===== src/rtl/key_switch_debouncer_pkg.sv =====
// Shared constants for the key/switch debouncer: default timing values,
// per-channel FSM state encoding and a counter-width helper.
package key_switch_debouncer_pkg;

  localparam int DEF_DEBOUNCE_CYCLES = 50000;
  localparam int DEF_REPEAT_CYCLES   = 12500000;

  typedef enum logic [1:0] {
    STABLE_LO = 2'd0,
    PEND_HI   = 2'd1,
    STABLE_HI = 2'd2,
    PEND_LO   = 2'd3
  } db_state_e;

  // Width for a counter that must reach cycles-1; never narrower than 1 bit.
  function automatic int cnt_w(input int cycles);
    return (cycles < 2) ? 1 : $clog2(cycles);
  endfunction

endpackage


===== src/rtl/key_switch_debouncer_channel.sv =====
// One debounced input: 2-flop synchronizer, optional inversion, stability
// FSM with saturating counter, registered level and one-cycle edge strobes.
module debounce_channel
  import key_switch_debouncer_pkg::*;
#(
  parameter int DEBOUNCE_CYCLES = DEF_DEBOUNCE_CYCLES,
  parameter bit POLARITY_INVERT = 1'b0
) (
  input  logic clock,
  input  logic reset,
  input  logic raw_i,
  output logic level_o,
  output logic rise_o,
  output logic fall_o
);

  localparam int            CW       = cnt_w(DEBOUNCE_CYCLES);
  localparam logic [CW-1:0] CNT_LAST = CW'(DEBOUNCE_CYCLES - 1);

  logic [1:0]    sync_q;
  logic          in_act;
  db_state_e     state_q, state_d;
  logic [CW-1:0] cnt_q, cnt_d;
  logic          level_q, level_d;
  logic          rise_q, rise_d;
  logic          fall_q, fall_d;

  // Synchronizer resets to the raw "inactive" level so reset never looks like an edge.
  always_ff @(posedge clock or posedge reset) begin
    if (reset) sync_q <= {2{POLARITY_INVERT}};
    else       sync_q <= {sync_q[0], raw_i};
  end

  assign in_act = sync_q[1] ^ POLARITY_INVERT;

  always_comb begin
    state_d = state_q;
    cnt_d   = cnt_q;
    level_d = level_q;
    rise_d  = 1'b0;
    fall_d  = 1'b0;
    case (state_q)
      STABLE_LO: if (in_act) begin
        state_d = PEND_HI;
        cnt_d   = '0;
      end
      PEND_HI: begin
        if (!in_act) begin
          state_d = STABLE_LO;
          cnt_d   = '0;
        end else if (cnt_q == CNT_LAST) begin
          state_d = STABLE_HI;
          cnt_d   = '0;
          level_d = 1'b1;
          rise_d  = 1'b1;
        end else begin
          cnt_d = cnt_q + CW'(1);
        end
      end
      STABLE_HI: if (!in_act) begin
        state_d = PEND_LO;
        cnt_d   = '0;
      end
      PEND_LO: begin
        if (in_act) begin
          state_d = STABLE_HI;
          cnt_d   = '0;
        end else if (cnt_q == CNT_LAST) begin
          state_d = STABLE_LO;
          cnt_d   = '0;
          level_d = 1'b0;
          fall_d  = 1'b1;
        end else begin
          cnt_d = cnt_q + CW'(1);
        end
      end
      default: begin
        state_d = STABLE_LO;
        cnt_d   = '0;
        level_d = 1'b0;
      end
    endcase
  end

  always_ff @(posedge clock or posedge reset) begin
    if (reset) begin
      state_q <= STABLE_LO;
      cnt_q   <= '0;
      level_q <= 1'b0;
      rise_q  <= 1'b0;
      fall_q  <= 1'b0;
    end else begin
      state_q <= state_d;
      cnt_q   <= cnt_d;
      level_q <= level_d;
      rise_q  <= rise_d;
      fall_q  <= fall_d;
    end
  end

  assign level_o = level_q;
  assign rise_o  = rise_q;
  assign fall_o  = fall_q;

endmodule


===== src/rtl/key_switch_debouncer.sv =====
// Debounces active-low pushbuttons and slide switches into clean levels and strobes.
// Define KEY_AUTOREPEAT_EN to re-fire key_press every REPEAT_CYCLES while a key is held.
module key_switch_debouncer
  import key_switch_debouncer_pkg::*;
#(
  parameter int NUM_KEYS        = 4,
  parameter int NUM_SWITCHES    = 8,
  parameter int DEBOUNCE_CYCLES = DEF_DEBOUNCE_CYCLES,
  parameter int REPEAT_CYCLES   = DEF_REPEAT_CYCLES
) (
  input  logic                    clock,
  input  logic                    reset,
  input  logic [NUM_KEYS-1:0]     key_n,
  input  logic [NUM_SWITCHES-1:0] switch,
  output logic [NUM_KEYS-1:0]     key_level,
  output logic [NUM_KEYS-1:0]     key_press,
  output logic [NUM_KEYS-1:0]     key_release,
  output logic [NUM_SWITCHES-1:0] switch_level,
  output logic [NUM_SWITCHES-1:0] switch_change
);

  logic [NUM_KEYS-1:0]     key_rise;
  logic [NUM_SWITCHES-1:0] sw_rise, sw_fall;

  for (genvar g = 0; g < NUM_KEYS; g++) begin : g_key
    debounce_channel #(
      .DEBOUNCE_CYCLES (DEBOUNCE_CYCLES),
      .POLARITY_INVERT (1'b1)
    ) u_chan (
      .clock   (clock),
      .reset   (reset),
      .raw_i   (key_n[g]),
      .level_o (key_level[g]),
      .rise_o  (key_rise[g]),
      .fall_o  (key_release[g])
    );
  end

  for (genvar g = 0; g < NUM_SWITCHES; g++) begin : g_sw
    debounce_channel #(
      .DEBOUNCE_CYCLES (DEBOUNCE_CYCLES),
      .POLARITY_INVERT (1'b0)
    ) u_chan (
      .clock   (clock),
      .reset   (reset),
      .raw_i   (switch[g]),
      .level_o (switch_level[g]),
      .rise_o  (sw_rise[g]),
      .fall_o  (sw_fall[g])
    );
  end

  assign switch_change = sw_rise | sw_fall;

`ifdef KEY_AUTOREPEAT_EN
  localparam int            RW       = cnt_w(REPEAT_CYCLES);
  localparam logic [RW-1:0] RPT_LAST = RW'(REPEAT_CYCLES - 1);

  logic [NUM_KEYS-1:0][RW-1:0] rpt_cnt_q, rpt_cnt_d;
  logic [NUM_KEYS-1:0]         rpt_fire_q, rpt_fire_d;

  // Counter starts the cycle after the press strobe, so repeats land every REPEAT_CYCLES.
  always_comb begin
    rpt_cnt_d  = rpt_cnt_q;
    rpt_fire_d = '0;
    for (int i = 0; i < NUM_KEYS; i++) begin
      if (!key_level[i]) begin
        rpt_cnt_d[i] = '0;
      end else if (rpt_cnt_q[i] == RPT_LAST) begin
        rpt_cnt_d[i]  = '0;
        rpt_fire_d[i] = 1'b1;
      end else begin
        rpt_cnt_d[i] = rpt_cnt_q[i] + RW'(1);
      end
    end
  end

  always_ff @(posedge clock or posedge reset) begin
    if (reset) begin
      rpt_cnt_q  <= '0;
      rpt_fire_q <= '0;
    end else begin
      rpt_cnt_q  <= rpt_cnt_d;
      rpt_fire_q <= rpt_fire_d;
    end
  end

  assign key_press = key_rise | rpt_fire_q;
`else
  logic unused_repeat_cycles;
  assign unused_repeat_cycles = ^REPEAT_CYCLES;
  assign key_press = key_rise;
`endif

endmodule


===== config.mk =====
export PLATFORM = sky130hd
export DESIGN_NAME = key_switch_debouncer
export DESIGN_NICKNAME = d
export VERILOG_FILES = /design/src/rtl/key_switch_debouncer_pkg.sv /design/src/rtl/key_switch_debouncer_channel.sv /design/src/rtl/key_switch_debouncer.sv
export SDC_FILE = /design/constraint.sdc
export NUM_CORES = 1
export LEC_CHECK = 0
export CORE_UTILIZATION = 35
export DETAILED_ROUTE_END_ITERATION = 8
export MAX_ROUTING_LAYER = met4
export PLACE_DENSITY_LB_ADDON = 0.25
export SYNTH_ARGS = -nofsm -noshare
export SYNTH_HDL_FRONTEND = slang
export SYNTH_SLANG_ARGS = --single-unit

===== constraint.sdc =====
create_clock -name clock -period 9.3 [get_ports clock]
set_input_delay 0.93 -clock clock [delete_from_list [all_inputs] [get_ports clock]]
set_output_delay 0.93 -clock clock [all_outputs]
set_load 0.01 [all_outputs]

### After elaboration in Yosys (flattened, before gate mapping)

Cells that the tools add are included.

* $add $sub $neg: 12
* bitwise gates (word level): 1
* eq/ne operators: 144
* muxes and demuxes: 276
* reduce and logical (&&, ||, !) cells: 60

Operators by type and width (number)
* two-way mux 16 bit: 60
* case mux 16 bit (4 select lines): 12
* adder 16 x 1 -> 16 bit (second input constant): 12
* equality test 16 bit (second input constant): 12
* two-way mux 2 bit: 72
* two-way mux 1 bit: 108
* inequality test 2 x 1 -> 1 bit (second input constant): 48
* case mux 2 bit (4 select lines): 12
* AND reduction 5 bit: 12
* equality test 2 bit (second input constant): 24
* inequality test 2 bit (second input constant): 24
* AND reduction 4 bit: 12
* inequality test 3 x 1 -> 1 bit (second input constant): 12
* inequality test 3 bit (second input constant): 12
* equality test 2 x 1 -> 1 bit (second input constant): 12
* zero test 2 bit: 12
* case mux 1 bit (2 select lines): 12
* AND reduction 2 bit: 12
* nonzero test 2 bit: 12
* OR 8 bit: 1

* bits in registers: 276
* logic and storage cells: 565
* bits of input ports: 14
* output and inout port bits: 28

### Depth between registers and ports, before layout

Gate-level depths: netlist of the first run.

* word-level depth: 4
* gate-level depth with buffers: 8
* depth with buffers taken out: 6

### Modules after synthesis

A second synthesis of the first run with hierarchy kept.

* cells, all modules: 1499
* area, all modules: 14427.6 µm²

By module, submodules not included
* debounce_channel (g_sw[0].u_chan ...): sequential area each 575.6 µm², times used 5, area each 1255.0 µm², cells an instance 128
* debounce_channel (g_key[0].u_chan ...): sequential area each 578.1 µm², times used 4, area each 1162.4 µm², cells an instance 123
* debounce_channel (g_sw[6].u_chan ...): sequential area each 575.6 µm², times used 2, area each 1152.4 µm², cells an instance 120
* debounce_channel (g_sw[5].u_chan): sequential area each 575.6 µm², times used 1, area each 1148.6 µm², cells an instance 119
* key_switch_debouncer: sequential area each 0.0 µm², times used 1, area each 50.0 µm², cells an instance 8

### Worst setup path before layout of the first run

OpenSTA, ideal clock, no wires.

* path type: flip-flop to flip-flop
* from: reg g_sw[1].u_chan.cnt_q[4]
* to: reg with a tool-made name
* clock period less this slack: 2061 ps
* required time: 9175 ps
* arrival time: 1936 ps
* buffers on the path: 2
* stages on the path, launching flop included: 8
* setup slack: 7239 ps
* library setup time: 125 ps
* cells stage by stage: dfrtp_1 buf_6 or4_4 nor4_4 or2_2 buf_6 nand2_2 mux2_4

RTL lines
* start, declared: RTL line key_switch_debouncer_channel.sv:23 `logic [CW-1:0] cnt_q, cnt_d;`
* start signal, assigned: RTL line key_switch_debouncer_channel.sv:94 `cnt_q <= cnt_d;`

### Worst setup path after layout of the first run

* from: reg g_sw[2].u_chan.fall_q
* to: out switch_change[2]

* word-level cells in the longest chain between the ends: 1

RTL lines
* start, declared: RTL line key_switch_debouncer_channel.sv:26 `logic fall_q, fall_d;`
* start signal, assigned: RTL line key_switch_debouncer_channel.sv:97 `fall_q <= fall_d;`
* OR 8 bit: RTL line key_switch_debouncer.sv:53 `assign switch_change = sw_rise | sw_fall;`
* end, declared: RTL line key_switch_debouncer.sv:19 `output logic [NUM_SWITCHES-1:0] switch_change`

No other way between the ends.

==> run_results.csv, run 1 <==
group,metric,value,unit
die,die_w,201,um
clocking,ctsHoldBuffers,0,
worst_setup_path,cp_num_buf_inv,1,
clocking,cts_buffer_depth,3,
route,totalWireLength,29.1,mm
clocking,insertion_delay,0.52,ns
worst_setup_path,max_stage_delay,0.52,ns
final_layout,final-seq-area,6920,um^2
final_layout,drive_above_1_share,0.0782,
power,ir_drop,0.225,mV
global_route,grt_usage,0.150,
sta,finalMaxSlewViolations,0,
job,drv_cap,0,
power,p_sw_frac,0.335,
die,ioPinCount,42,
worst_setup_path,path_cells,"or2_2 -> clkdlybuf4s50_1",
worst_setup_path,crit_family,"buffers and inverters",
worst_setup_path,cp_slowest_cell,"clkdlybuf4s50_1",
sta,slew_headroom,0.217,
final_layout,final_common_cell,"dfrtp_1",
yosys,synthFlopType,"dfrtp_1",
power,power_switching,0.00121,W
yosys,yosysWarnings,0,
placement,postPlaceCellArea,14600,um^2
worst_setup_path,crit_required,8.37,ns
power,p_seq_frac,0.402,
route,drc_errors,0,
clocking,cts_tree,"built",
sta,finClkSkew,0.0154,ns
yosys,synth_top_area_cell,"dfrtp_1",
die,die_area,40600,um^2
sta,setup_violations,0,
final_layout,final_core_util,0.405,
power,intPower,0.00240,W
min_path,worstHoldPathType,"reg2reg",
final_layout,syn_to_final_growth,13.1,%
global_route,grt_antenna_before_repair,0,
clocking,cts.clk_slew.worst_paths,0.06,ns
die,start_util,0.358,
worst_setup_path,cp-end-kind,"primary output",
run_status,outcome,"finished, final reports clean",
sta,worst_pin_slew,1.17,ns
final_layout,most-common-layout-cells,"268 x dfrtp_1, 184 x nand2_1, 133 x o21ai_0",
placement,place.gp.congestion,0.805,
power,clockPowerShare,0.370,
yosys,synth_area_leaders,"dfrtp_1 48%, nand2_1 5.0%, o21ai_0 4.8%",
final_layout,fillers,3791,
yosys,syn_nets,1516,
clocking,post_cts.repair.setup_buffers,0,
yosys,synth_edf_count,0,
worst_setup_path,arrival,1.67,ns
clocking,cts_buffers,35,
yosys,avgSynthCellArea,9.35,um^2
yosys,synth_top_area_share,0.481,
die,die_y,201,um
sta,rsz0062_at_grt,"false",
clocking,ctsResizeCount,0,
global_route,grt-ovfl-total,0,
final_layout,diodes,0,
route,drtAntennaViolNets,0,
clocking,cts_root_buf,"clkbuf_16",
power,p_leak,6.36,nW
worst_setup_path,critical_path_class,"reg2out",
final_layout,fin_area,15800,um^2
global_route,grt_first_pass_wirelength,50.9,mm
route,drt_iter0_markers,717,
worst_setup_path,critical_path_peak_fanout,1,
yosys,synth_cells,1490,
final_layout,multi_input_area,6450,um^2
yosys,synth_seq_cells,276,
yosys,synthesis.area,13900,um^2
clocking,htree_levels,2,
sta,fin_crit,2.60,ns
power,power.density,229,nW/um^2
die,core,38900,um^2
global_route,grt_pass1_vias,10300,
sta,fin_crit_sh,0.280,
clocking,numClockSinks,276,
power,pwr-share-comb,0.228,
yosys,synth_cell_types,71,
sta,fmax,384,MHz
die,rows,72,
route,wl_per_cell,14.3,um
yosys,yosysSeqAreaShare,0.497,
global_route,grt_max_degree,158,
sta,hold_viol,0,
route,vias,11000,
worst_setup_path,startpoint_type,"register",
route,dr.pass1.iters,5,
sta,timing.setup.tns,0,ns
placement,portBuffers,41,
yosys,synthArstFlopShare,1.00,
route,avgViaCountPerCell,5.41,
placement,dpl.hpwl,18.5,mm
final_layout,num-nets-final,1522,
[cell families (layout without fill, tap and decap cells)]
group / Yosys count / count (layout) / synth area share
AOI/OAI and AO/OA: 392 / 392 / 0.167
xor gates and xnor gates: 34 / 34 / 0.0214
adders and majority gates: 12 / 12 / 0.0108
buffers and inverters: 111 / 142 / 0.0400
DFF: 276 / 276 / 0.497
muxes: 16 / 16 / 0.0129
and+or+nand+nor: 649 / 649 / 0.251
[per-layer routing]
layer  wire length, um  GRT usage  vias to the layer above
met5                 0          -                        -
met4               705     0.0528                        0
met3              1040     0.0254                       49
met2             12800      0.227                      166
met1             14500      0.202                     5328
li1                  -          -                     5487
[path summary, 6_finish.rpt]
check | depth (start not counted) | end | slack (ns) | from
worst max-delay path | 2 | switch_change[2] | 6.70 | g_sw[2].u_chan.fall_o
worst min-delay path | 0 | g_sw[2].u_chan.sync_q[1] | 0.35 | g_sw[2].u_chan.sync_q[0]
worst max register to register | 6 | g_sw[4].u_chan.cnt_q[7] | 6.78 | g_sw[4].u_chan.cnt_q[0]
worst min register to register | 0 | g_sw[2].u_chan.sync_q[1] | 0.35 | g_sw[2].u_chan.sync_q[0]
max in group asynchronous | 3 | g_key[2].u_chan.fall_o | 7.04 | reset
min in group asynchronous | 2 | g_sw[6].u_chan.sync_q[1] | 0.95 | reset
[flip-flops by register name (all words and copies together), names as in the netlist, 8 cells and up, named ones only]
signal,cells
g_sw.u_chan.state_q,8
g_sw.u_chan.cnt_q,128
g_sw.u_chan.level_o,8
g_sw.u_chan.rise_o,8
g_sw.u_chan.fall_o,8
g_key.u_chan.sync_q,8
g_sw.u_chan.sync_q,16
g_key.u_chan.cnt_q,64
[Yosys cell counts (15+ instances only)]
| library cell | instances |
|---|---|
| a21o_1 | 17 |
| a21oi_1 | 87 |
| a22o_1 | 16 |
| a31oi_1 | 88 |
| and3_1 | 29 |
| buf_4 | 26 |
| clkbuf_1 | 33 |
| dfrtp_1 | 268 |
| inv_1 | 38 |
| nand2_1 | 184 |
| nand3_1 | 87 |
| nand4_1 | 36 |
| nor2_1 | 85 |
| nor3_1 | 52 |
| nor3b_1 | 15 |
| o21ai_0 | 133 |
| or2_2 | 26 |
| or3_1 | 33 |
| xor2_1 | 20 |
[power by group through the flow]
stage | Combinational (W) | Clock (W) | Sequential (W)
detailed placement | 0.000824 | 0 | 0.00147
global route | 0.000936 | 0.00143 | 0.00147
finish | 0.000824 | 0.00133 | 0.00145
global placement | 0.000818 | 0 | 0.00146
CTS | 0.000831 | 0.00139 | 0.00145
floorplan | 0.000729 | 0 | 0.00141
[area by class of cell]
type / count / share of cell area
well taps: 518 / 0.0411
repair buffers: 42 / 0.0273
clock buffers: 52 / 0.0681
flip-flops and latches: 276 / 0.439
clock inverters: 10 / 0.00524
multi-input cells: 1103 / 0.410
inverters: 38 / 0.00953
[metrics by stage]
| stage | power [W] | cells | hold WS (ns) | setup WS, ns |
|---|---|---|---|---|
| final | 0.00361 | 2039 | 0.346 | 6.70 |
| after global placement | 0.00228 | 1977 | 0.332 | 6.33 |
| after global routing | 0.00384 | 2039 | 0.354 | 6.49 |
| after detailed placement | 0.00229 | 1977 | 0.335 | 6.30 |
| after CTS | 0.00367 | 2039 | 0.348 | 6.65 |
| after floorplan | 0.00214 | 1490 | 0.331 | 0.774 |
Note: power is estimated with default switching activity, not from simulation.
==> run 2, diff against run 1 <==
==> constraint.sdc (replaced) <==
create_clock -name clock -period 2.3 [get_ports clock]
set_input_delay 0.23 -clock clock [delete_from_list [all_inputs] [get_ports clock]]
set_output_delay 0.23 -clock clock [all_outputs]
set_load 0.01 [all_outputs]
==> run 2 against run 1 <==
  * Non-clock buffer count rose by 57
  * Sequential share of layout area fell by 1.2 points
  * Clock skew grew 0.012 ns
  * Via count is 2.6% higher
  * Final cell count is 2.7% higher
  * Utilization up 1.2 points
  * Sequential power rose to 4.0 times the previous value
  * Total power grew to 4.1 times the previous value
  * Combinational power increased to 4.5 times the previous value
  * Clock-buffer cell count increased by 5
  * Critical path depth rose by 3
  * Global-route usage is 0.41 points higher
  * Critical endpoint is now g_key[1].u_chan.cnt_q[10]
  * Largest cell class unchanged
  * Largest power group unchanged
==> run_results.csv, run 2 (synthesis results as in run 1) <==
group,metric,value,unit
final_layout,syn_to_final_growth,16.3,%
job,drv_cap,0,
run_status,outcome,"finished, final reports clean",
route,dr.pass1.iters,5,
worst_setup_path,cp-end-kind,"register",
clocking,cts_root_buf,"clkbuf_16",
sta,finalMaxSlewViolations,0,
die,core,38900,um^2
placement,dp.cells,2031,
power,ir_drop,0.435,mV
global_route,grt_first_pass_wirelength,51.7,mm
worst_setup_path,r2r_cells,5,
clocking,cts_buffers,35,
final_layout,top_register,"g_sw.u_chan.cnt_q",
final_layout,fin_area,16200,um^2
sta,fmax,447,MHz
placement,postPlaceCellArea,15100,um^2
placement,place.gp.congestion,0.906,
power,p_leak,6.64,nW
worst_setup_path,critical_path_class,"reg2reg",
power,p_sw_frac,0.334,
die,die_y,201,um
sta,hold_viol,0,
die,start_util,0.358,
route,totalWireLength,29.7,mm
clocking,cts_tree,"built",
power,power_switching,0.00497,W
die,ioPinCount,42,
sta,timing.final.ws_setup,0.0635,ns
sta,rsz0062_at_grt,"false",
clocking,insertion_delay,0.53,ns
global_route,grt_max_degree,82,
clocking,cts_buffer_depth,3,
final_layout,num-nets-final,1579,
sta,fin_crit,2.24,ns
power,p_total,0.0149,W
route,drtAntennaViolNets,0,
placement,place_ws,0.0590,ns
global_route,grt_usage,0.154,
final_layout,diodes,0,
clocking,ctsHoldBuffers,0,
route,wl_per_cell,14.2,um
power,p_seq_frac,0.394,
die,die_w,201,um
sta,slew_headroom,0.474,
global_route,grt_pass1_vias,10700,
sta,fin_crit_sh,0.972,
final_layout,largest_register_ffs,128,
final_layout,drive_above_1_share,0.109,
global_route,grt_antenna_before_repair,0,
placement,dpl.hpwl,19.6,mm
sta,finClkSkew,0.0278,ns
clocking,numClockSinks,276,
die,die_area,40600,um^2
placement,portBuffers,41,
worst_setup_path,critical_path_peak_fanout,9,
power,pwr-share-comb,0.251,
final_layout,reg.largest.list,"g_sw.u_chan.cnt_q: 128 flops, g_key.u_chan.cnt_q: 64 flops, g_sw.u_chan.sync_q: 16 flops",
power,power.density,918,nW/um^2
final_layout,final_core_util,0.416,
final_layout,instances_no_fill,2095,
clocking,cts.clk_slew.worst_paths,0.06,ns
route,drt_iter0_markers,573,
power,clockPowerShare,0.356,
power,intPower,0.00991,W
worst_setup_path,arrival,2.64,ns
sta,setup_violations,0,
sta,worst_pin_slew,0.787,ns
worst_setup_path,crit_required,2.70,ns
die,rows,72,
clocking,htree_levels,2,
min_path,worstHoldPathType,"in2async",
global_route,grt-ovfl-total,0,
worst_setup_path,startpoint_type,"register",
route,drc_errors,0,
final_layout,final_common_cell,"dfrtp_1",
final_layout,most-common-layout-cells,"268 x dfrtp_1, 184 x nand2_1, 133 x o21ai_0",
route,vias,11300,
route,avgViaCountPerCell,5.40,
## run 2: cell types whose count changed in the layout (fill, tap and decap cells not counted), sizes merged
| cell | delta |
|---|---|
| buf | +57 |
| bufinv | -1 |
| clkbuf | +5 |
| clkinv | -4 |
| clkinvlp | -1 |
## run 2: final timing paths
check / end / slack [ns] / from
max in group asynchronous: g_key[2].u_chan.sync_q[0] / 1.52 / reset
min reg2reg: g_sw[6].u_chan.sync_q[1] / 0.34 / g_sw[6].u_chan.sync_q[0]
min: g_sw[1].u_chan.sync_q[1] / 0.04 / reset
max reg2reg: g_key[1].u_chan.cnt_q[10] / 0.06 / g_key[1].u_chan.cnt_q[12]
max: g_key[1].u_chan.cnt_q[10] / 0.06 / g_key[1].u_chan.cnt_q[12]
min in group clock: g_key[1].u_chan.sync_q[0] / 0.11 / key_n[1]
## run 2: what timing repair did
item,4_1_cts,5_1_grt
buffers inserted,0,3
setup endpoints to repair,0,17
resized for setup,0,3
## run 2: per-stage QoR
stage,TNS [ns],hold WS [ns]
finish,0,0.0396
global route,0,0.0263
CTS,0,0.0167
detailed placement,0,0.336
global placement,0,0.334
floorplan,-426.90,0.234
## run 2: worst max-delay path, stage by stage (launching register included)
cell and delay, ns:
dfrtp_1 0.41, or4b_1 0.61, nor4_4 0.39, nand2b_1 0.37, o21ai_1 0.14, a21o_1 0.19
## run 2: metal layers
metal | GRT usage | share of wire | vias up
li1 | - | - | 5614
met1 | 0.205 | 0.48 | 5448
met2 | 0.234 | 0.46 | 203
met3 | 0.0319 | 0.039 | 48
met4 | 0.0490 | 0.021 | 0
met5 | - | 0 | -
## run 2: power by group through the flow
stage / clock, W / combinational (W) / sequential (W)
6_report: 0.00529 / 0.00373 / 0.00586
5_1_grt: 0.00572 / 0.00420 / 0.00595
4_1_cts: 0.00552 / 0.00373 / 0.00585
3_5_place_dp: 0 / 0.00372 / 0.00593
3_3_place_gp: 0 / 0.00368 / 0.00591
2_1_floorplan: 0 / 0.00295 / 0.00569
## run 2: cell type report
type	count	area (um^2)
fillers	3840	22700
well taps	518	648
clock inverters	4	26.3
flip-flops and latches	276	6920
multi-input cells	1103	6470
repair buffers	99	908
inverters	38	146
clock buffers	57	1090
==> patch, RTL diff (settings of run 1) <==
Encoding of `db_state_e`: now one-hot (4 bits for 4 states).
--- a/src/rtl/key_switch_debouncer_pkg.sv
+++ b/src/rtl/key_switch_debouncer_pkg.sv
@@ -5,11 +5,11 @@
   localparam int DEF_DEBOUNCE_CYCLES = 50000;
   localparam int DEF_REPEAT_CYCLES   = 12500000;
 
-  typedef enum logic [1:0] {
-    STABLE_LO = 2'd0,
-    PEND_HI   = 2'd1,
-    STABLE_HI = 2'd2,
-    PEND_LO   = 2'd3
+  typedef enum logic [3:0] {
+    STABLE_LO = 4'b0001,
+    PEND_HI   = 4'b0010,
+    STABLE_HI = 4'b0100,
+    PEND_LO   = 4'b1000
   } db_state_e;
 
   // Width for a counter that must reach cycles-1; never narrower than 1 bit.
Function: no difference found for any inputs over 4 cycles, from zero or initial values and one cycle with reset high; so few cycles prove little.
==> patch against run 1 <==
- utilization down 0.94 points
- area after synthesis is 24% higher
- final area increased by 23%
- via count up 32%
- power decreased by 3.4%
- critical path type is now in -> async
- synthesized cell count increased by 24%
- die area up 24%
- clock skew is 0.0052 ns higher
- worst setup slack got worse by 0.42 ns
- sequential power grew 3%
- wire length increased by 34%
- sequential cell count increased by 24
- non-clock buffer count grew 16
==> patch: results (changes against run 1) <==
- Outcome: complete, no violations
- First-pass GRT wire length: 67000 um (+32%)
- Placed Instance Area: 18000 um^2 (+24%)
- CP max stage cell: buf_4
- Slew headroom: 9.46% (-12 points)
- GPL Wtd Cong: 0.838 (+4.1%)
- Clock latency at the later pin of the worst-skew pair: 0.54 ns (+0.02 ns)
- Synth Area in Adders: 0.984% (-0.094 points)
- Worst EP arrival: 3.59 ns (+1.92 ns)
- Top flop regs: g_sw.u_chan.cnt_q (128), g_key.u_chan.cnt_q (64), g_sw.u_chan.state_q (32)
- Seq/Total Area, Yosys: 43.5% (-6.1 points)
- Fillcell total: 4883 (+29%)
- Worst-Margin Slew: 1.35 ns (+0.176 ns)
- Total track usage: 16.0% (+1.0 points)
- Post-synthesis xor/xnor area fraction: 1.16% (-0.97 points)
- Cell chosen for the clock root: clkbuf_16
- CP peak stage delay: 0.80 ns (+0.28 ns)
- Share of layout cells above drive strength 1: 9.67% (+1.9 points)
- Cts bufs inserted: 37 (+5.7%)
- Detailed placement HPWL: 24900 um (+34%)
- Net count, final: 1839 (+21%)
- Mux cell area share after synthesis: 1.09% (-0.20 points)
- P_leak: 7.21 nW (+13%)
- Synth unique cells: 85 (+20%)
- Avg Vias per Cell: 5.80 (+7.2%)
- Worst min path class: reg -> reg
- Post-synthesis compound-gate area fraction: 19.9% (+3.2 points)
- Vias in the first global route: 13600 (+32%)
- DR iter-0 viols: 997 (+39%)
- Worst IR Drop VDD: 0.112 mV (-50%)
- Largest net degree at the start of global routing: 112 (-29%)
- Post-synth top cells: 280 x dfrtp_1, 139 x nand2_1, 107 x a21oi_1
- Routed WL: 38900 um (+34%)
- CP Max Fanout: 111 (+110)
- Max Clock Skew: 0.0206 ns (+0.00521 ns)
- Synth area leaders: dfrtp_1 41%, a21oi_1 3.1%, dfstp_2 3.0%
- Syn_nets: 1880 (+24%)
==> patch: changes by cell type after synthesis, moves of 30 or more <==
cell / delta
a31oi_1: -41
clkbuf_1: +51
nand2_1: -45
nand3b_1: +32
nand4_1: +42
nor2_1: -30
nor2b_1: +36
o21ai_0: -47
o31ai_1: +51
or4_1: +59
==> patch: report_power, final <==
part / leakage [nW] / switching (mW) / total (mW) / internal, mW
logic: 2.50 / 0.285 / 0.474 / 0.189
registers: 4.07 / 0.118 / 1.49 / 1.37
clock network: 0.634 / 0.569 / 1.52 / 0.954
==> patch: final timing paths <==
path	depth (start not counted)	start	to	slack, ns
setup reg to reg	4	g_sw[1].u_chan.state_q[1]	g_sw[1].u_chan.state_q[3]	6.28
min in group asynchronous	2	reset	g_sw[5].u_chan.cnt_q[8]	0.94
hold / removal	0	g_sw[1].u_chan.sync_q[0]	g_sw[1].u_chan.sync_q[1]	0.35
hold reg to reg	0	g_sw[1].u_chan.sync_q[0]	g_sw[1].u_chan.sync_q[1]	0.35
max in group clock	4	g_sw[1].u_chan.state_q[1]	g_sw[1].u_chan.state_q[3]	6.28
setup / recovery	4	reset	g_key[0].u_chan.cnt_q[14]	6.28
==> patch: worst max-delay path: cells and delay by family <==
| family | cells | cell delay (ns) |
|---|---|---|
| buffers and inverters | 4 | 2.54 |
==> patch: layout make-up <==
type | instances | share of cell area [%]
clock inverter | 12 | 0.997
multi-input combinational | 1360 | 46.1
sequential | 300 | 39.0
tap | 664 | 4.30
timing repair buffer | 58 | 2.79
clock buffer | 54 | 5.65
inverter | 56 | 1.13
==> patch: layer usage <==
layer | global-route usage (%) | vias up | wire [um]
met5 | - | - | 0
met4 | 4.70 | 0 | 724
met3 | 2.48 | 53 | 1360
met2 | 25.3 | 202 | 18000
met1 | 21.2 | 7201 | 18700
li1 | - | 7068 | -
==> patch: cells by family after synthesis <==
group                    after synthesis
AO/OA/AOI/OAI                        500
multiplexers                          18
adder cells (fa/ha/maj)               14
AND/OR/NAND/NOR                      805
buffers and inverters                194
XOR/XNOR                              23
flip-flops                           300
==> patch: stage by stage <==
| step | std cells | hold slack, ns | setup slack (ns) | utilization (%) |
|---|---|---|---|---|
| 3_3_place_gp | 2438 | 0.334 | 5.52 | 36.9 |
| 2_1_floorplan | 1854 | 0.331 | 0.114 | - |
| 3_5_place_dp | 2438 | 0.336 | 5.51 | 36.9 |
| 5_1_grt | 2504 | 0.356 | 5.82 | 39.5 |
| 6_report | 2504 | 0.347 | 6.28 | 39.5 |
| 4_1_cts | 2504 | 0.347 | 6.10 | 39.5 |
